===== config.mk =====
export PLATFORM = sky130hd
export DESIGN_NAME = fp_divsqrt_iter
export DESIGN_NICKNAME = d
export VERILOG_FILES = /design/src/rtl/fp_divsqrt_iter.sv
export SDC_FILE = /design/constraint.sdc
export NUM_CORES = 1
export LEC_CHECK = 0
export BUFFER_PORTS_ARGS = -buffer_cell sky130_fd_sc_hd__buf_4
export CAP_MARGIN = 15
export CORE_MARGIN = 10
export CORE_UTILIZATION = 30
export DETAILED_ROUTE_END_ITERATION = 12
export PLACE_DENSITY = 0.56
export SETUP_SLACK_MARGIN = 0.1
export SLEW_MARGIN = 20
export SYNTH_ARGS = -nofsm -noshare
export SYNTH_HDL_FRONTEND = slang
export SYNTH_SLANG_ARGS = --single-unit

===== constraint.sdc =====
create_clock -name clk -period 4.5 [get_ports clk]
set_clock_uncertainty 0.1 [all_clocks]
set_input_delay 0.225 -clock clk [delete_from_list [all_inputs] [get_ports clk]]
set_output_delay 0.225 -clock clk [all_outputs]
set_load 0.05 [all_outputs]

===== src/rtl/fp_divsqrt_iter.sv =====
// Iterative floating-point divide / square-root core.
// Radix-2 restoring division and restoring square root, one result bit per
// cycle. Special operands bypass the iteration and complete the cycle after
// accept. Rounding happens downstream of this block.
// Build option: define FP_DIVSQRT_ITER_SQRT_EN to include the sqrt datapath;
// without it op_sqrt is ignored and every request is a division.
module fp_divsqrt_iter #(
  parameter int unsigned EXPO_W = 11,
  parameter int unsigned FRAC_W = 52,
  parameter int unsigned ID_W   = 3
) (
  input  logic                clk,
  input  logic                rst,
  input  logic                new_request,
  input  logic                flush,
  input  logic                op_sqrt,
  input  logic [ID_W-1:0]     id_in,
  input  logic                rs1_sign,
  input  logic                rs2_sign,
  input  logic [EXPO_W-1:0]   rs1_expo,
  input  logic [EXPO_W-1:0]   rs2_expo,
  input  logic [FRAC_W-1:0]   rs1_frac,
  input  logic [FRAC_W-1:0]   rs2_frac,
  input  logic [3:0]          rs1_special,
  input  logic [3:0]          rs2_special,
  output logic                ready,
  output logic                wb_done,
  input  logic                wb_ack,
  output logic [ID_W-1:0]     wb_id,
  output logic                wb_sign,
  output logic [EXPO_W+1:0]   wb_expo,
  output logic [FRAC_W+2:0]   wb_mant,
  output logic                wb_sticky,
  output logic                wb_special,
  output logic                wb_nv,
  output logic                wb_dz
);

  localparam int unsigned N     = FRAC_W + 3;
  localparam int unsigned CNT_W = $clog2(N);
  localparam int unsigned EW    = EXPO_W + 2;
  localparam int unsigned RW    = N + 2;
  localparam int unsigned SP_SNAN = 3;
  localparam int unsigned SP_QNAN = 2;
  localparam int unsigned SP_INF  = 1;
  localparam int unsigned SP_ZERO = 0;
  localparam logic [EW-1:0]    BIAS      = EW'(2 ** (EXPO_W - 1) - 1);
  localparam logic [EW-1:0]    EXPO_MAX  = EW'(2 ** EXPO_W - 1);
  localparam logic [N-1:0]     MANT_QNAN = N'(1) << (N - 2);
  localparam logic [CNT_W-1:0] CNT_LAST  = CNT_W'(N - 1);

  typedef enum logic [1:0] {S_IDLE, S_BUSY, S_DONE} state_t;

  state_t           state_q, state_d;
  logic [CNT_W-1:0] cnt_q, cnt_d;
  logic [RW-1:0]    rem_q, rem_d;
  logic [N-1:0]     quo_q, quo_d;
  logic [N-1:0]     dsor_q, dsor_d;
  logic [EW-1:0]    expo_q, expo_d;
  logic [ID_W-1:0]  id_q, id_d;
  logic             sign_q, sign_d;
  logic             sticky_q, sticky_d;
  logic             special_q, special_d;
  logic             nv_q, nv_d;
  logic             dz_q, dz_d;

  logic             accept;
  logic             sp_nv, sp_nan, sp_dz, sp_inf, sp_any, sp_sign;
  logic             div_ge;
  logic [RW-1:0]    div_r, div_rem;

`ifdef FP_DIVSQRT_ITER_SQRT_EN
  logic [2*N-1:0]        rad_q, rad_d;
  logic                  sqrt_q, sqrt_d;
  logic [2*N-1:0]        rad_init;
  logic signed [EW-1:0]  sq_unb, sq_half;
  logic [EW-1:0]         sq_expo;
  logic [N+3:0]          sq_acc, sq_trial, sq_r;
  logic                  sq_ge;
`else
  // op_sqrt has no effect when the sqrt datapath is compiled out
  logic unused_op_sqrt;
  assign unused_op_sqrt = op_sqrt;
`endif

  assign ready   = (state_q == S_IDLE) | ((state_q == S_DONE) & wb_ack);
  assign accept  = new_request & ready & ~flush;
  assign wb_done = (state_q == S_DONE);

  // Classify the incoming request: invalid, NaN, divide-by-zero, infinity, zero
  always_comb begin
    sp_nv   = rs1_special[SP_SNAN] | rs2_special[SP_SNAN]
            | (rs1_special[SP_ZERO] & rs2_special[SP_ZERO])
            | (rs1_special[SP_INF] & rs2_special[SP_INF]);
    sp_nan  = sp_nv | rs1_special[SP_QNAN] | rs2_special[SP_QNAN];
    sp_dz   = ~sp_nan & rs2_special[SP_ZERO] & ~rs1_special[SP_ZERO] & ~rs1_special[SP_INF];
    sp_inf  = ~sp_nan & (rs1_special[SP_INF] | sp_dz);
    sp_any  = (|rs1_special) | (|rs2_special);
    sp_sign = rs1_sign ^ rs2_sign;
`ifdef FP_DIVSQRT_ITER_SQRT_EN
    if (op_sqrt) begin
      sp_nv   = rs1_special[SP_SNAN] | (rs1_sign & ~rs1_special[SP_ZERO] & ~rs1_special[SP_QNAN]);
      sp_nan  = sp_nv | rs1_special[SP_QNAN];
      sp_dz   = 1'b0;
      sp_inf  = ~sp_nan & rs1_special[SP_INF];
      sp_any  = (|rs1_special) | rs1_sign;
      sp_sign = rs1_sign;
    end
`endif
  end

  // One restoring-division step: subtract divisor when it fits, shift remainder
  always_comb begin
    div_ge  = rem_q >= {2'b00, dsor_q};
    div_r   = div_ge ? (rem_q - {2'b00, dsor_q}) : rem_q;
    div_rem = RW'({div_r, 1'b0});
  end

`ifdef FP_DIVSQRT_ITER_SQRT_EN
  // Radicand alignment, halved exponent and one restoring square-root step
  always_comb begin
    sq_unb   = EW'(rs1_expo) - BIAS;
    sq_half  = sq_unb >>> 1;
    sq_expo  = EW'(sq_half) + BIAS;
    rad_init = sq_unb[0] ? {1'b1, rs1_frac, {(FRAC_W + 5){1'b0}}}
                         : {2'b01, rs1_frac, {(FRAC_W + 4){1'b0}}};
    sq_acc   = {rem_q, rad_q[2*N-1 -: 2]};
    sq_trial = {2'b00, quo_q, 2'b01};
    sq_ge    = sq_acc >= sq_trial;
    sq_r     = sq_ge ? (sq_acc - sq_trial) : sq_acc;
  end
`endif

  // Next state and iteration counter; flush overrides everything
  always_comb begin
    state_d = state_q;
    cnt_d   = '0;
    unique case (state_q)
      S_IDLE: if (accept) state_d = sp_any ? S_DONE : S_BUSY;
      S_BUSY: begin
        if (cnt_q == CNT_LAST) state_d = S_DONE;
        else                   cnt_d   = cnt_q + CNT_W'(1);
      end
      S_DONE: if (wb_ack) state_d = accept ? (sp_any ? S_DONE : S_BUSY) : S_IDLE;
      default: state_d = S_IDLE;
    endcase
    if (flush) state_d = S_IDLE;
  end

  // Datapath: load operands on accept, iterate while busy, hold otherwise
  always_comb begin
    rem_d     = rem_q;
    quo_d     = quo_q;
    dsor_d    = dsor_q;
    expo_d    = expo_q;
    id_d      = id_q;
    sign_d    = sign_q;
    sticky_d  = sticky_q;
    special_d = special_q;
    nv_d      = nv_q;
    dz_d      = dz_q;
`ifdef FP_DIVSQRT_ITER_SQRT_EN
    rad_d     = rad_q;
    sqrt_d    = sqrt_q;
`endif
    if (accept) begin
      id_d      = id_in;
      special_d = sp_any;
      sticky_d  = 1'b0;
      nv_d      = sp_any & sp_nv;
      dz_d      = sp_any & sp_dz;
      rem_d     = {2'b00, 1'b1, rs1_frac, 2'b00};
      dsor_d    = {1'b1, rs2_frac, 2'b00};
      quo_d     = '0;
      sign_d    = sp_sign;
      expo_d    = EW'(rs1_expo) - EW'(rs2_expo) + BIAS;
`ifdef FP_DIVSQRT_ITER_SQRT_EN
      sqrt_d    = op_sqrt;
      rad_d     = rad_init;
      if (op_sqrt) begin
        rem_d  = '0;
        expo_d = sq_expo;
      end
`endif
      if (sp_any) begin
        if (sp_nan) begin
          sign_d = 1'b0;
          expo_d = EXPO_MAX;
          quo_d  = MANT_QNAN;
        end else if (sp_inf) begin
          expo_d = EXPO_MAX;
        end else begin
          expo_d = '0;
        end
      end
    end else if (state_q == S_BUSY) begin
`ifdef FP_DIVSQRT_ITER_SQRT_EN
      if (sqrt_q) begin
        rem_d = RW'(sq_r);
        quo_d = {quo_q[N-2:0], sq_ge};
        rad_d = {rad_q[2*N-3:0], 2'b00};
      end else begin
        rem_d = div_rem;
        quo_d = {quo_q[N-2:0], div_ge};
      end
`else
      rem_d = div_rem;
      quo_d = {quo_q[N-2:0], div_ge};
`endif
      if (cnt_q == CNT_LAST) sticky_d = |rem_d;
    end
  end

  // Control state register with synchronous reset
  always_ff @(posedge clk) begin
    if (rst) begin
      state_q <= S_IDLE;
      cnt_q   <= '0;
    end else begin
      state_q <= state_d;
      cnt_q   <= cnt_d;
    end
  end

  // Datapath registers, no reset needed
  always_ff @(posedge clk) begin
    rem_q     <= rem_d;
    quo_q     <= quo_d;
    dsor_q    <= dsor_d;
    expo_q    <= expo_d;
    id_q      <= id_d;
    sign_q    <= sign_d;
    sticky_q  <= sticky_d;
    special_q <= special_d;
    nv_q      <= nv_d;
    dz_q      <= dz_d;
`ifdef FP_DIVSQRT_ITER_SQRT_EN
    rad_q     <= rad_d;
    sqrt_q    <= sqrt_d;
`endif
  end

  assign wb_id      = id_q;
  assign wb_sign    = sign_q;
  assign wb_expo    = expo_q;
  assign wb_mant    = quo_q;
  assign wb_sticky  = sticky_q;
  assign wb_special = special_q;
  assign wb_nv      = nv_q;
  assign wb_dz      = dz_q;

endmodule

==> out/qor.csv <==
stage,metric,value,unit
synth,"EDFF count, synth",179,
clock_tree,CTS tree,yes,
drt,initial drt markers,752,
worst_setup_path,slowest CP cell,o41a_1,
layout,share of layout cells above drive strength 1,20.07,%
synth,asr flop ratio synth,0,%
timing,fmax,0.2389,GHz
synth,most common cell in the synthesized netlist,edfxtp_1,
power_and_ir_drop,PwrDens,322.5,nW/µm²
synth,YS warnings,0,
worst_setup_path,WS Path Type,reg -> reg,
power_and_ir_drop,Tot Pwr,5338,µW
power_and_ir_drop,leakage power,0.006635,µW
placement,Routability Congestion,0.9169,
clock_tree,CTS Buf Count,17,
clock_tree,clk_lat worst skew,0.48,ns
timing,Hold WS,0.05425,ns
worst_setup_path,Crit path required time,4.78,ns
synth,Area contributors post-synth,"edfxtp_1 44%, ha_1 6.7%, nand2_1 4.1%",
drt,DR WL/cell,18.46,µm
worst_setup_path,worst path cell trace,ha_1 -> nand4_2 -> nor4_4 -> nand4_1 -> a2111oi_4 -> nor2_2 -> o21ai_1 -> a21boi_1 -> xnor2_1 -> o41a_1 -> nor4_2 -> buf_4 -> nor2_1,
global_route,vias in the first global route,11060,
synth,Mapped Cells,1277,
drt,DRT Pass-1 Iters,5,
hold_path,min-delay src,rs1_frac[2],
placement,dpl hpwl,31030,µm
timing,count of final max-slew check failures,0,
synth,Synth Register Bits,191,
floorplan,core area,40650,µm²
drt,WL final,40100,µm
job,Max-Cap Viols,0,
floorplan,# IOs,223,
worst_setup_path,Setup crit end kind,flop,
worst_setup_path,Worst EP arrival,4.46,ns
power_and_ir_drop,Worst VDD drop,0.2476,mV
drt,total number of vias,10710,
floorplan,die height,222.3,µm
worst_setup_path,Setup crit start kind,flop,
synth,Yosys top cell area share,43.77,%
synth,post-synth cell types,79,
clock_tree,clk sinks,191,
timing,RSZ-0062 raised after global routing,no,
drt,Final ANT Viol Nets,0,
global_route,global-route wire length before repair,62570,µm
layout,Finished Core Util,40.73,%
clock_tree,worst-case clock buffer depth,2,
floorplan,FP Rows,74,
global_route,largest net degree at the start of global routing,152,
clock_tree,Root Driver,clkbuf_16,
placement,DP Area,14690,µm²
worst_setup_path,Buf/Inv on CP,1,
layout,Final Cell Area,16550,µm²
clock_tree,"Clk pin slew, worst setup/hold paths",0.08,ns
timing,crit path time final,4.186,ns
synth,Synth area leader,edfxtp_1,
hold_path,Hold Path Class,in -> reg,
floorplan,initial core utilization,30.21,%
global_route,Total GRT Usage,16.01,%
timing,worst slew pin tran,0.9818,ns
synth,Syn Std Cell Area,12280,µm²
timing,final period utilization,93.02,%
timing,"Hold Vio Cnt, Final",0,
floorplan,width of the chip,222.3,µm
layout,nets,1834,
timing,Slew headroom,34.04,%
clock_tree,# H-tree levels,4,
global_route,initial antenna violation count,5,
placement,Port Buffers,221,
timing,Final setup viols,0,
worst_setup_path,largest fanout on the critical path,8,
status,outcome,completed,
synth,most used flip-flop cell after synthesis,edfxtp_1,
timing,setup total negative slack,0,ns
drt,vias per std cell,4.930,
worst_setup_path,crit path from,rem_q[37],
drt,DRC errors left,0,
global_route,total grt overflow,0,
floorplan,die area,49420,µm²
synth,syn_nets,1490,
worst_setup_path,CP max stage delay,0.50,ns
worst_setup_path,reg2reg start,rem_q[37],
synth,sequential share of the synthesized area,45.73,%
layout,Area Overhead vs Synth,34.81,%
worst_setup_path,"delay-heaviest family, CP",simple AND/OR/NAND/NOR gates,
synth,most instantiated cells after synthesis,"179 x edfxtp_1, 135 x nand2_1, 106 x nor2_1, 100 x a21oi_1, 99 x o21ai_0",
synth,Synth Area per Inst,9.616,µm²
-- timing repair --
action	CTS	global route
hold buffers	115	0
pin swaps	0	4
endpoints found under the hold margin	112	0
cloned	0	0
setup buffers	0	2
setup endpoints to repair	1	1
gates resized for setup	2	10
-- power by group --
part	switching, µW	leakage (µW)	internal [µW]
Sequential	60.1	0.00177	2080
Combinational	966	0.00458	656
Clock	825	0.000292	754
-- flip-flops by register name, indices dropped and copies added, names as in the netlist, 2 cells and up --
signal   cells
rem_q       55
wb_mant     55
dsor_q      52
wb_expo     13
cnt_q        6
wb_id        3
state_q      2
-- worst register-to-register path: stages (launching register included) --
cell       delay [ns]
edfxtp_1         0.45
ha_1             0.47
nand4_2          0.20
nor4_4           0.45
nand4_1          0.25
a2111oi_4        0.49
nor2_2           0.09
o21ai_1          0.22
a21boi_1         0.11
xnor2_1          0.20
o41a_1           0.50
nor4_2           0.36
buf_4            0.17
nor2_1           0.03
-- cell type report --
cell class                 instances  area, µm²
clock inverter                    15      183.9
timing repair buffer             377       3131
inverter                          90      340.3
clock buffer                      17      425.4
sequential                       191       5615
multi-input combinational        944       6177
tap                              532      665.6
fill                            4032      24090
antenna                            6      15.01
-- layer usage --
metal | vias up | wire, µm | global-route usage [%] | share of wire (%)
li1 | 5355 | - | - | -
met5 | - | 0 | 0 | 0
met3 | 35 | 2866 | 5.133 | 7.1
met1 | 5049 | 18030 | 20.30 | 45
met4 | 0 | 652 | 4.521 | 1.6
met2 | 268 | 18550 | 25.54 | 46
-- through the flow --
step / std cells / setup WS, ns
finish: 2172 / 0.3143
CTS: 2164 / 0.1652
floorplan: 1277 / 0.5941
global placement: 2017 / 0.1244
global route: 2170 / 0.1062
detailed placement: 2017 / 0.08941
-- final timing paths --
kind	endpoint	depth (start not counted)	slack [ns]
setup / recovery	wb_sticky	13	0.31
hold / removal	rem_q[4]	3	0.05
setup reg to reg	wb_sticky	13	0.31
hold reg to reg	cnt_q[0]	1	0.38
-- cell usage in the layout, fill, tap and decap left out, drive strengths merged, types with 8 or more instances in the layout --
cell | synthesis | routed
buf | 26 | 262
edfxtp | 179 | 179
nand2 | 135 | 135
dlygate4sd3 | 0 | 115
nor2 | 106 | 106
o21ai | 105 | 105
a21oi | 101 | 101
inv | 89 | 97
ha | 66 | 66
and2 | 64 | 64
xnor2 | 34 | 34
mux2i | 31 | 31
xor2 | 26 | 26
nand4 | 26 | 26
a21o | 23 | 23
nor4 | 22 | 22
nand3 | 21 | 21
nor3 | 20 | 20
clkbuf | 26 | 17
o211ai | 14 | 14
dfxtp | 12 | 12
o21bai | 12 | 12
a211oi | 12 | 12
nor2b | 10 | 10
a31oi | 10 | 10
a21boi | 9 | 9
o21a | 8 | 8
and3 | 8 | 8
-- logic make-up after synthesis --
| kind of cell | count (synthesis) | share of synthesized area, % |
|---|---|---|
| DFF | 191 | 45.73 |
| adders and majority gates | 68 | 7.051 |
| muxes | 33 | 2.710 |
| xor gates and xnor gates | 60 | 4.280 |
| and+or+nand+nor | 441 | 17.74 |
| buffers and inverters | 142 | 4.636 |
| AOI/OAI and AO/OA | 342 | 17.85 |
Power figures use the tool's default switching activity.
